==> config.mk <==
export PLATFORM = sky130hd
export DESIGN_NAME = amber48_uart_tx
export DESIGN_NICKNAME = d
export VERILOG_FILES = /design/src/rtl/amber48_uart_tx.sv
export SDC_FILE = /design/constraint.sdc
export NUM_CORES = 1
export LEC_CHECK = 0
export ABC_AREA = 1
export ABC_CLOCK_PERIOD_IN_PS = 2100
export CORE_ASPECT_RATIO = 0.75
export CORE_MARGIN = 5
export CORE_UTILIZATION = 57
export CTS_CLUSTER_DIAMETER = 100
export DETAILED_ROUTE_END_ITERATION = 10
export GPL_TIMING_DRIVEN = 0
export PLACE_DENSITY = 0.79
export SLEW_MARGIN = 20
export SYNTH_ARGS = -nofsm -noshare
export SYNTH_HDL_FRONTEND = slang
export SYNTH_SLANG_ARGS = --single-unit
==> constraint.sdc <==
create_clock -name clk_i -period 2.1 [get_ports clk_i]
set_input_delay 0.315 -clock clk_i [delete_from_list [all_inputs] [get_ports clk_i]]
set_output_delay 0.315 -clock clk_i [all_outputs]
set_load 0.05 [all_outputs]
==> src/rtl/amber48_uart_tx.sv <==
// ---------------------------------------------------------------------------
// amber48_uart_tx -- 8N1 UART transmitter fed from the dmem UART MMIO path.
//
// Optional feature macro: AMBER48_UART_TX_FIFO_EN
//   defined   : bytes queue in a FIFO_DEPTH-entry circular buffer
//   undefined : single holding register, ready only while idle
//
// Parameters
//   CLKS_PER_BIT : clk_i cycles per serial bit (>= 2)
//   FIFO_DEPTH   : queue depth when the FIFO is built (power of two, >= 2)
//
// Ports
//   clk_i     : clock
//   rst_ni    : asynchronous active-low reset
//   valid_i   : byte offer
//   data_i    : byte to transmit
//   ready_o   : byte can be accepted this cycle (registered)
//   tx_o      : serial line, idle high
//   busy_o    : frame in progress or byte queued
//   overrun_o : one-cycle pulse when an offered byte is dropped
// ---------------------------------------------------------------------------
module amber48_uart_tx #(
    parameter int unsigned CLKS_PER_BIT = 434,
    parameter int unsigned FIFO_DEPTH   = 4
) (
    input  logic       clk_i,
    input  logic       rst_ni,
    input  logic       valid_i,
    input  logic [7:0] data_i,
    output logic       ready_o,
    output logic       tx_o,
    output logic       busy_o,
    output logic       overrun_o
);

    localparam int unsigned BW = $clog2(CLKS_PER_BIT);
    localparam logic [BW-1:0] BAUD_LAST = BW'(CLKS_PER_BIT - 1);

    if (CLKS_PER_BIT < 2 || FIFO_DEPTH < 2 || (FIFO_DEPTH & (FIFO_DEPTH - 1)) != 0) begin : g_bad_param
        $error("amber48_uart_tx: illegal CLKS_PER_BIT or FIFO_DEPTH");
    end

    typedef enum logic [1:0] {IDLE, START, DATA, STOP} state_e;

    state_e        state_q, state_d;
    logic [BW-1:0] baud_q, baud_d;
    logic [2:0]    bit_q, bit_d;
    logic [7:0]    shift_q, shift_d;
    logic          tx_q, tx_d;
    logic          ready_q, ready_d;
    logic          busy_q, busy_d;
    logic          overrun_q, overrun_d;

    logic          accept;
    logic          bit_end;
    logic          start_now;
    logic          held;
    logic [7:0]    next_byte;

    assign accept  = valid_i & ready_q;
    assign bit_end = (baud_q == '0);

`ifdef AMBER48_UART_TX_FIFO_EN
    localparam int unsigned AW = $clog2(FIFO_DEPTH);
    localparam logic [AW:0] FULL = (AW+1)'(FIFO_DEPTH);

    logic [7:0]    mem_q [FIFO_DEPTH];
    logic [AW-1:0] rd_q, wr_q;
    logic [AW:0]   cnt_q, cnt_d;
    logic          q_nonempty, push, pop, slot_open, pop_soon;

    assign q_nonempty = (cnt_q != '0);
    // A new frame may begin from IDLE or on the last cycle of a stop bit.
    assign slot_open  = (state_q == IDLE) || (state_q == STOP && bit_end);
    assign start_now  = slot_open && (q_nonempty || accept);
    assign pop        = start_now && q_nonempty;
    // With an empty queue the accepted byte goes straight into the shifter.
    assign push       = accept && !(start_now && !q_nonempty);
    assign next_byte  = q_nonempty ? mem_q[rd_q] : data_i;

    always_comb begin
        cnt_d = cnt_q;
        case ({push, pop})
            2'b10:   cnt_d = cnt_q + 1'b1;
            2'b01:   cnt_d = cnt_q - 1'b1;
            default: cnt_d = cnt_q;
        endcase
    end

    // Keep ready high on the cycle a full queue pops, so a byte offered then
    // is taken in the freed slot instead of being dropped.
    assign pop_soon = (state_d == STOP) && (baud_d == '0);
    assign ready_d  = (cnt_d != FULL) || pop_soon;
    assign held     = (cnt_d != '0);

    always_ff @(posedge clk_i or negedge rst_ni) begin
        if (!rst_ni) begin
            rd_q  <= '0;
            wr_q  <= '0;
            cnt_q <= '0;
        end else begin
            if (push) wr_q <= wr_q + 1'b1;
            if (pop)  rd_q <= rd_q + 1'b1;
            cnt_q <= cnt_d;
        end
    end

    always_ff @(posedge clk_i) begin
        if (push) mem_q[wr_q] <= data_i;
    end
`else
    assign start_now = (state_q == IDLE) && accept;
    assign next_byte = data_i;
    assign ready_d   = (state_d == IDLE);
    assign held      = 1'b0;
`endif

    always_comb begin
        state_d = state_q;
        baud_d  = baud_q;
        bit_d   = bit_q;
        shift_d = shift_q;
        case (state_q)
            IDLE: begin
                if (start_now) begin
                    state_d = START;
                    baud_d  = BAUD_LAST;
                    shift_d = next_byte;
                end
            end
            START: begin
                if (bit_end) begin
                    state_d = DATA;
                    baud_d  = BAUD_LAST;
                    bit_d   = '0;
                end else begin
                    baud_d = baud_q - 1'b1;
                end
            end
            DATA: begin
                if (bit_end) begin
                    baud_d = BAUD_LAST;
                    if (bit_q == 3'd7) begin
                        state_d = STOP;
                        bit_d   = '0;
                    end else begin
                        bit_d = bit_q + 1'b1;
                    end
                end else begin
                    baud_d = baud_q - 1'b1;
                end
            end
            STOP: begin
                if (bit_end) begin
                    if (start_now) begin
                        state_d = START;
                        baud_d  = BAUD_LAST;
                        shift_d = next_byte;
                    end else begin
                        state_d = IDLE;
                        baud_d  = '0;
                    end
                end else begin
                    baud_d = baud_q - 1'b1;
                end
            end
            default: state_d = IDLE;
        endcase
    end

    // Outputs are registered from next-state values so tx_o changes on the
    // same edge the state does.
    always_comb begin
        tx_d = 1'b1;
        case (state_d)
            START:   tx_d = 1'b0;
            DATA:    tx_d = shift_d[bit_d];
            default: tx_d = 1'b1;
        endcase
        busy_d    = (state_d != IDLE) || held;
        overrun_d = valid_i && !ready_q;
    end

    always_ff @(posedge clk_i or negedge rst_ni) begin
        if (!rst_ni) begin
            state_q   <= IDLE;
            baud_q    <= '0;
            bit_q     <= '0;
            shift_q   <= '0;
            tx_q      <= 1'b1;
            ready_q   <= 1'b0;
            busy_q    <= 1'b0;
            overrun_q <= 1'b0;
        end else begin
            state_q   <= state_d;
            baud_q    <= baud_d;
            bit_q     <= bit_d;
            shift_q   <= shift_d;
            tx_q      <= tx_d;
            ready_q   <= ready_d;
            busy_q    <= busy_d;
            overrun_q <= overrun_d;
        end
    end

    assign ready_o   = ready_q;
    assign tx_o      = tx_q;
    assign busy_o    = busy_q;
    assign overrun_o = overrun_q;

endmodule

==> results.toml, run 1 <==
[global_route]
antenna_found_initial = 0
grt_max_degree = 27
grt_pass1_vias = 1305
grt_pass1_wl_um = 5980
grt-ovfl-total = 0
track_usage_pct = 18.3

[setup_path]
critPathCaptureType = "flip-flop"
worstPathArrival_ns = 2.19
critPathRequiredTime_ns = 2.31
worstPathCellList = "inv_2, ha_4, inv_4, nor2_8, inv_6, nor2_4, nor2_1, o21ai_2, nand2_2, a21oi_4, xor2_1, nand2_1"
slowest_stage = "dfrtp_1"
crit_type = "reg2reg"
max_stage_delay_ns = 0.43
cp_max_fo = 8
crit_family = "simple AND/OR/NAND/NOR gates"
path_buf_inv = 3
startpoint_type = "flip-flop"

[pwr]
p_clk_share_pct = 35.9
p_seq_share_pct = 60.1
combinationalPowerShare_pct = 4.0
p_per_area_nw_per_um2 = 420
ir_drop_mv = 0.364
p_sw_share_pct = 21.5
leakagePower_nw = 1.05
p_sw_w = 0.000180
design_power_total_w = 0.000834
cellInternalPower_w = 0.000654

[place]
io_buffers = 14
hpwl_um = 2600
dpl.cell_count = 261
routabilityCongestion = 0.810

[drt]
antenna_left = 0
num_vias = 1407
routed_wl_um = 3580
viasPerCell = 5.21
dr.first_iter.drc_count = 121
drc = 0
drt-pass1-iter-count = 4
routedWlPerCell_um = 13.3

[logic_synthesis]
async_reset_ff_share_pct = 100
yosysSeqAreaShare_pct = 38.5
synth_cell_types = 33
synth_edf_count = 0
synth_seq_cells = 26
syn_inst = 209
synth_nets = 227
yosysWarnings = 0
ys.flop_type = "dfrtp_1"
netlist_area_um2 = 1690
synth_area_per_cell_um2 = 8.11

[finish]
mostFrequentLayoutCell = "nand2_1"
final_cell_mix = "nand2_1, dfrtp_1, nor2_1, inv_1, nand3_1"
utilization_pct = 68.7
area_delta_synth_final_pct = 17.3
final_cells = 270
n_fill_cell = 247
antennaDiodeCount = 0
layout-drive-gt1-share_pct = 24.6
layout.nets = 251

[clocking]
clk_path_buf_depth = 2
clock_sinks = 26
clk_latency_ns = 0.28
clockRootBuffer = "clkbuf_8"
path_clk_slew_ns = 0.09
tritoncts = "built"
hold_buffers = 0
cts_max_level = 1
numCtsBuffers = 3

[sta]
tightest_slew_ns = 0.659
finalHoldViolCount = 0
whs_ns = 0.0237
setup_violations = 0
fin_crit_ns = 1.98
period_share_pct = 94.3
finClkSkew_ns = 0.00802
drv_slew = 0
fmax_mhz = 505
max_slew_margin_pct = 55.7

[die]
dieArea_um2 = 4170
die_x_um = 73.0
die_y_um = 57.2
initial_utilization_pct = 58.6
rows = 17
core_area_um2 = 2890
pin_count = 15

[worst_hold_path]
hold_class = "in2async"

[run_status]
outcome = "complete, no violations"

[flow_run]
drv_cap = 0
-- per-layer routing --
metal	wire (um)	vias up	global-route usage, %
li1	-	715	-
met1	1730	648	27.7
met2	1580	39	26.6
met3	224	5	2.99
met4	48	0	5.53
met5	0	-	0
-- registers in the layout, summed over array words and instances, names as in the netlist --
signal and count:
overrun_o 1, baud_q 9, tx_o 1, ready_o 1
busy_o 1, shift_q 8, state_q 2, bit_q 3
-- power by group through the flow --
stage / Combinational (W) / Sequential [W] / Clock (W)
floorplan: 0.000000727 / 0.000515 / 0
global placement: 0.0000348 / 0.000511 / 0
detailed placement: 0.0000338 / 0.000511 / 0
CTS: 0.0000339 / 0.000501 / 0.000295
global route: 0.0000367 / 0.000502 / 0.000312
finish: 0.0000331 / 0.000501 / 0.000300
-- synth_stat cells (2+ instances only) --
master / number / area (um^2)
nand2_1: 53 / 199
dfrtp_1: 25 / 626
inv_1: 21 / 78.8
nor2_1: 18 / 67.6
nand3_1: 15 / 75.1
nand2_2: 11 / 68.8
a21oi_1: 8 / 40.0
ha_1: 7 / 87.6
o21ai_0: 7 / 35.0
inv_2: 6 / 22.5
nand2_4: 5 / 56.3
nor2_4: 3 / 33.8
nor2_8: 3 / 60.1
o21ai_2: 3 / 26.3
o22ai_1: 3 / 18.8
xor2_1: 3 / 26.3
nor2_2: 2 / 12.5
-- worst register-to-register path, delay by kind of cell, from the launching register on --
family / cells / cell delay [ns]
flops: 1 / 0.43
simple gates: 5 / 0.49
compound gates: 2 / 0.34
fa+ha+maj: 1 / 0.19
buf+inv: 3 / 0.30
xor+xnor: 1 / 0.17
-- area by class of cell --
| class | count | area (um^2) | area share, % |
|---|---|---|---|
| multi-input combinational | 153 | 946 | 47.6 |
| timing repair buffer | 19 | 173 | 8.69 |
| inverter | 29 | 116 | 5.86 |
| tap | 38 | 47.5 | 2.39 |
| buffer | 1 | 7.51 | 0.378 |
| sequential | 26 | 652 | 32.8 |
| clock buffer | 4 | 45.0 | 2.27 |
-- path summary, 6_finish.rpt --
check	start	end	slack, ns	cells past startpoint
hold / removal	rst_ni	busy_o	0.02	1
min in group clk_i	ready_o	overrun_o	0.44	1
setup reg to reg	state_q[0]	tx_o	0.12	12
hold reg to reg	ready_o	overrun_o	0.44	1
setup / recovery	state_q[0]	tx_o	0.12	12
max in group asynchronous	rst_ni	shift_q[1]	1.69	1
-- stage by stage --
step / setup WS (ns) / TNS (ns) / instance area, um^2
detailed placement: -0.0525 / -0.101 / 1880
global route: -0.0404 / -0.0404 / 1990
floorplan: 0.253 / 0 / 1690
global placement: -0.0169 / -0.0169 / 1880
finish: 0.119 / 0 / 1990
CTS: 0.0530 / 0 / 1940
-- what timing repair did --
| action | CTS | global route |
|---|---|---|
| cloned | 0 | 0 |
| pin swaps | 0 | 2 |
| buffers inserted | 0 | 5 |
| resized for setup | 3 | 6 |
| endpoints found under the setup margin | 3 | 1 |
-- cell families after synthesis --
| family | Yosys count | synth area share (%) |
|---|---|---|
| AO/OA/AOI/OAI | 27 | 10.6 |
| AND/OR/NAND/NOR | 114 | 35.8 |
| adder cells (fa/ha/maj) | 7 | 5.17 |
| buffers and inverters | 30 | 7.31 |
| XOR/XNOR | 4 | 2.07 |
| flip-flops | 26 | 38.5 |
| multiplexers | 1 | 0.591 |
No activity file was read; power rests on OpenSTA's default activity.
==> run 2, diff against run 1 <==
- GPL_ROUTABILITY_DRIVEN: not set -> 0
==> results of run 2 <==
The final DEF is identical to that of run 1; final timing and power are the same.
==> run 3, diff against run 2 <==
- ABC_AREA: 1 -> 0
- CORE_MARGIN: 5 -> not set
- CORE_UTILIZATION: 57 -> 56
==> results.toml, run 3 <==
[pwr]
p_sw_w = 0.000168
p_seq_share_pct = 63.2
leakagePower_nw = 0.858
combinationalPowerShare_pct = 4.5
ir_drop_mv = 0.425
p_per_area_nw_per_um2 = 396
p_sw_share_pct = 21.1
cellInternalPower_w = 0.000627
p_clk_share_pct = 32.3
design_power_total_w = 0.000795

[place]
dpl_cell_area_um2 = 1700
io_buffers = 14
hpwl_um = 2390

[finish]
largest-register = "baud_q"
final_cell_mix = "dfrtp_1, buf_4, clkdlybuf4s50_1"
n_fill_cell = 138
layout-drive-gt1-share_pct = 29.2
largest_reg_flops = 9
final_cell_area_um2 = 2010
area_delta_synth_final_pct = 32.5
antennaDiodeCount = 0
top_regs = "baud_q: 9 flops, shift_q: 8 flops, bit_q: 3 flops"
mostFrequentLayoutCell = "dfrtp_1"
utilization_pct = 82.9
layout.nets = 204

[die]
initial_utilization_pct = 62.6
core_area_um2 = 2420
dieArea_um2 = 2920
die_x_um = 62.1
pin_count = 15
die_y_um = 47.0
rows = 15

[logic_synthesis]
synthMostInstantiatedCell = "dfrtp_1"
ys_top_cells_by_area = "dfrtp_1, ha_1, a22o_1"
synth_cell_types = 44
synth_nets = 165
synth_common_cells = "dfrtp_1, a21oi_1, nor2_1, o21ai_0, inv_1"
syn_inst = 147
yosysSeqAreaShare_pct = 43.0
ys.flop_type = "dfrtp_1"
synth_seq_cells = 26
yosysTopAreaCell = "dfrtp_1"
synth_edf_count = 0
netlist_area_um2 = 1520
synth_area_per_cell_um2 = 10.3
async_reset_ff_share_pct = 100
yosysWarnings = 0
yosysTopAreaCellShare_pct = 41.3

[sta]
tightest_slew_ns = 0.582
drv_slew = 0
period_share_pct = 116
finalWorstSetupSlack_ns = -0.326
grt_setup_unrepaired = "yes"
finClkSkew_ns = 0.00711
finalHoldViolCount = 0
setup_violations = 4
fin_crit_ns = 2.43
fmax_mhz = 412
max_slew_margin_pct = 61.2
whs_ns = 0.494

[clocking]
clock_sinks = 26
path_clk_slew_ns = 0.14
cts_max_level = 1
clockRootBuffer = "clkbuf_4"
numCtsBuffers = 3
clk_path_buf_depth = 2
clk_latency_ns = 0.33
tritoncts = "built"

[setup_path]
worstPathCellList = "inv_2, ha_4, or4b_4, o221ai_4, o221ai_4, mux2_4, a221o_1, o31a_1"
crit_type = "reg2reg"
critPathMostFrequentCell = "o221ai_4"
path_buf_inv = 1
startpoint_type = "flip-flop"
critPathRequiredTime_ns = 2.38
cp_max_fo = 4
worstPathArrival_ns = 2.71
crit_family = "compound AO/OA/AOI/OAI gates"
max_stage_delay_ns = 0.52
critPathCaptureType = "flip-flop"
slowest_stage = "or4b_4"

[global_route]
antenna_found_initial = 0
track_usage_pct = 30.7
grt_pass1_wl_um = 6230
grt_max_degree = 27
grt-ovfl-total = 0
grt_pass1_vias = 1355

[drt]
drc = 0
dr.first_iter.drc_count = 85
viasPerCell = 6.23
routed_wl_um = 3800
antenna_left = 0
drt-pass1-iter-count = 5
routedWlPerCell_um = 17.4
num_vias = 1365

[flow_run]
drv_cap = 0

[run_status]
outcome = "finished with violations"
violations = "setup timing"

[worst_hold_path]
hold_class = "reg2reg"
==> run 3: cell count changes in the layout (fill, tap and decap cells not counted), moves of 5 or more <==
cell and delta:
nand3_1 -12, inv_1 -12, inv_2 -6, nand2_2 -10, nor2_1 -9, buf_6 +6, a22o_1 +8, nand2_4 -5
buf_4 +9, nand2_1 -46
==> run 3: kinds of logic after synthesis <==
group / synth area share (%)
buffers and inverters: 5.29
DFF: 43.0
muxes: 2.97
and+or+nand+nor: 18.2
AOI/OAI and AO/OA: 24.7
adders and majority gates: 5.78
==> run 3: area by class of cell <==
type,instances,area (um^2),share of cell area [%]
multi-input cells,107,886,44.1
flip-flops and latches,26,652,32.5
inverters,9,33.8,1.68
clock buffers,4,36.3,1.81
repair buffers,35,314,15.6
well taps,34,42.5,2.12
plain buffers,4,43.8,2.18
==> run 3: final timing paths <==
kind | to | start | slack (ns) | cells after the start
min in group asynchronous | baud_q[6] | rst_ni | 0.50 | 2
min | overrun_o | ready_o | 0.49 | 1
max reg2reg | tx_o | baud_q[1] | -0.33 | 8
min reg2reg | overrun_o | ready_o | 0.49 | 1
max in group asynchronous | shift_q[7] | rst_ni | 1.22 | 2
max | tx_o | baud_q[1] | -0.33 | 8
==> run 3: metrics by stage <==
stage          setup WS (ns)  std cells  setup TNS [ns]
2_1_floorplan         -0.390        147          -0.390
3_3_place_gp          -0.568        195           -1.24
3_5_place_dp          -0.644        195           -2.08
4_1_cts               -0.296        219          -0.779
5_1_grt               -0.406        219           -1.08
6_report              -0.326        219          -0.602
==> run 3: per-layer routing <==
layer	wire (um)	GRT usage (%)	share of wire, %
met2	1820	48.7	48
met1	1650	39.9	43
met3	265	7.99	7.0
met5	0	0	0
met4	70	13.3	1.8
==> run 3: power by group through the flow <==
stage / logic [W] / clock network, W / registers (W)
finish: 0.0000355 / 0.000257 / 0.000502
floorplan: 0.000000824 / 0 / 0.000515
CTS: 0.0000362 / 0.000259 / 0.000502
detailed placement: 0.0000346 / 0 / 0.000512
global placement: 0.0000345 / 0 / 0.000511
global route: 0.0000392 / 0.000280 / 0.000503
==> run 3: repair_timing <==
action,in CTS,in global routing
buffers inserted,19,2
pin swaps,11,2
endpoints found under the hold margin,25,0
hold buffers,1,0
setup endpoints to repair,14,14
resized for setup,22,9
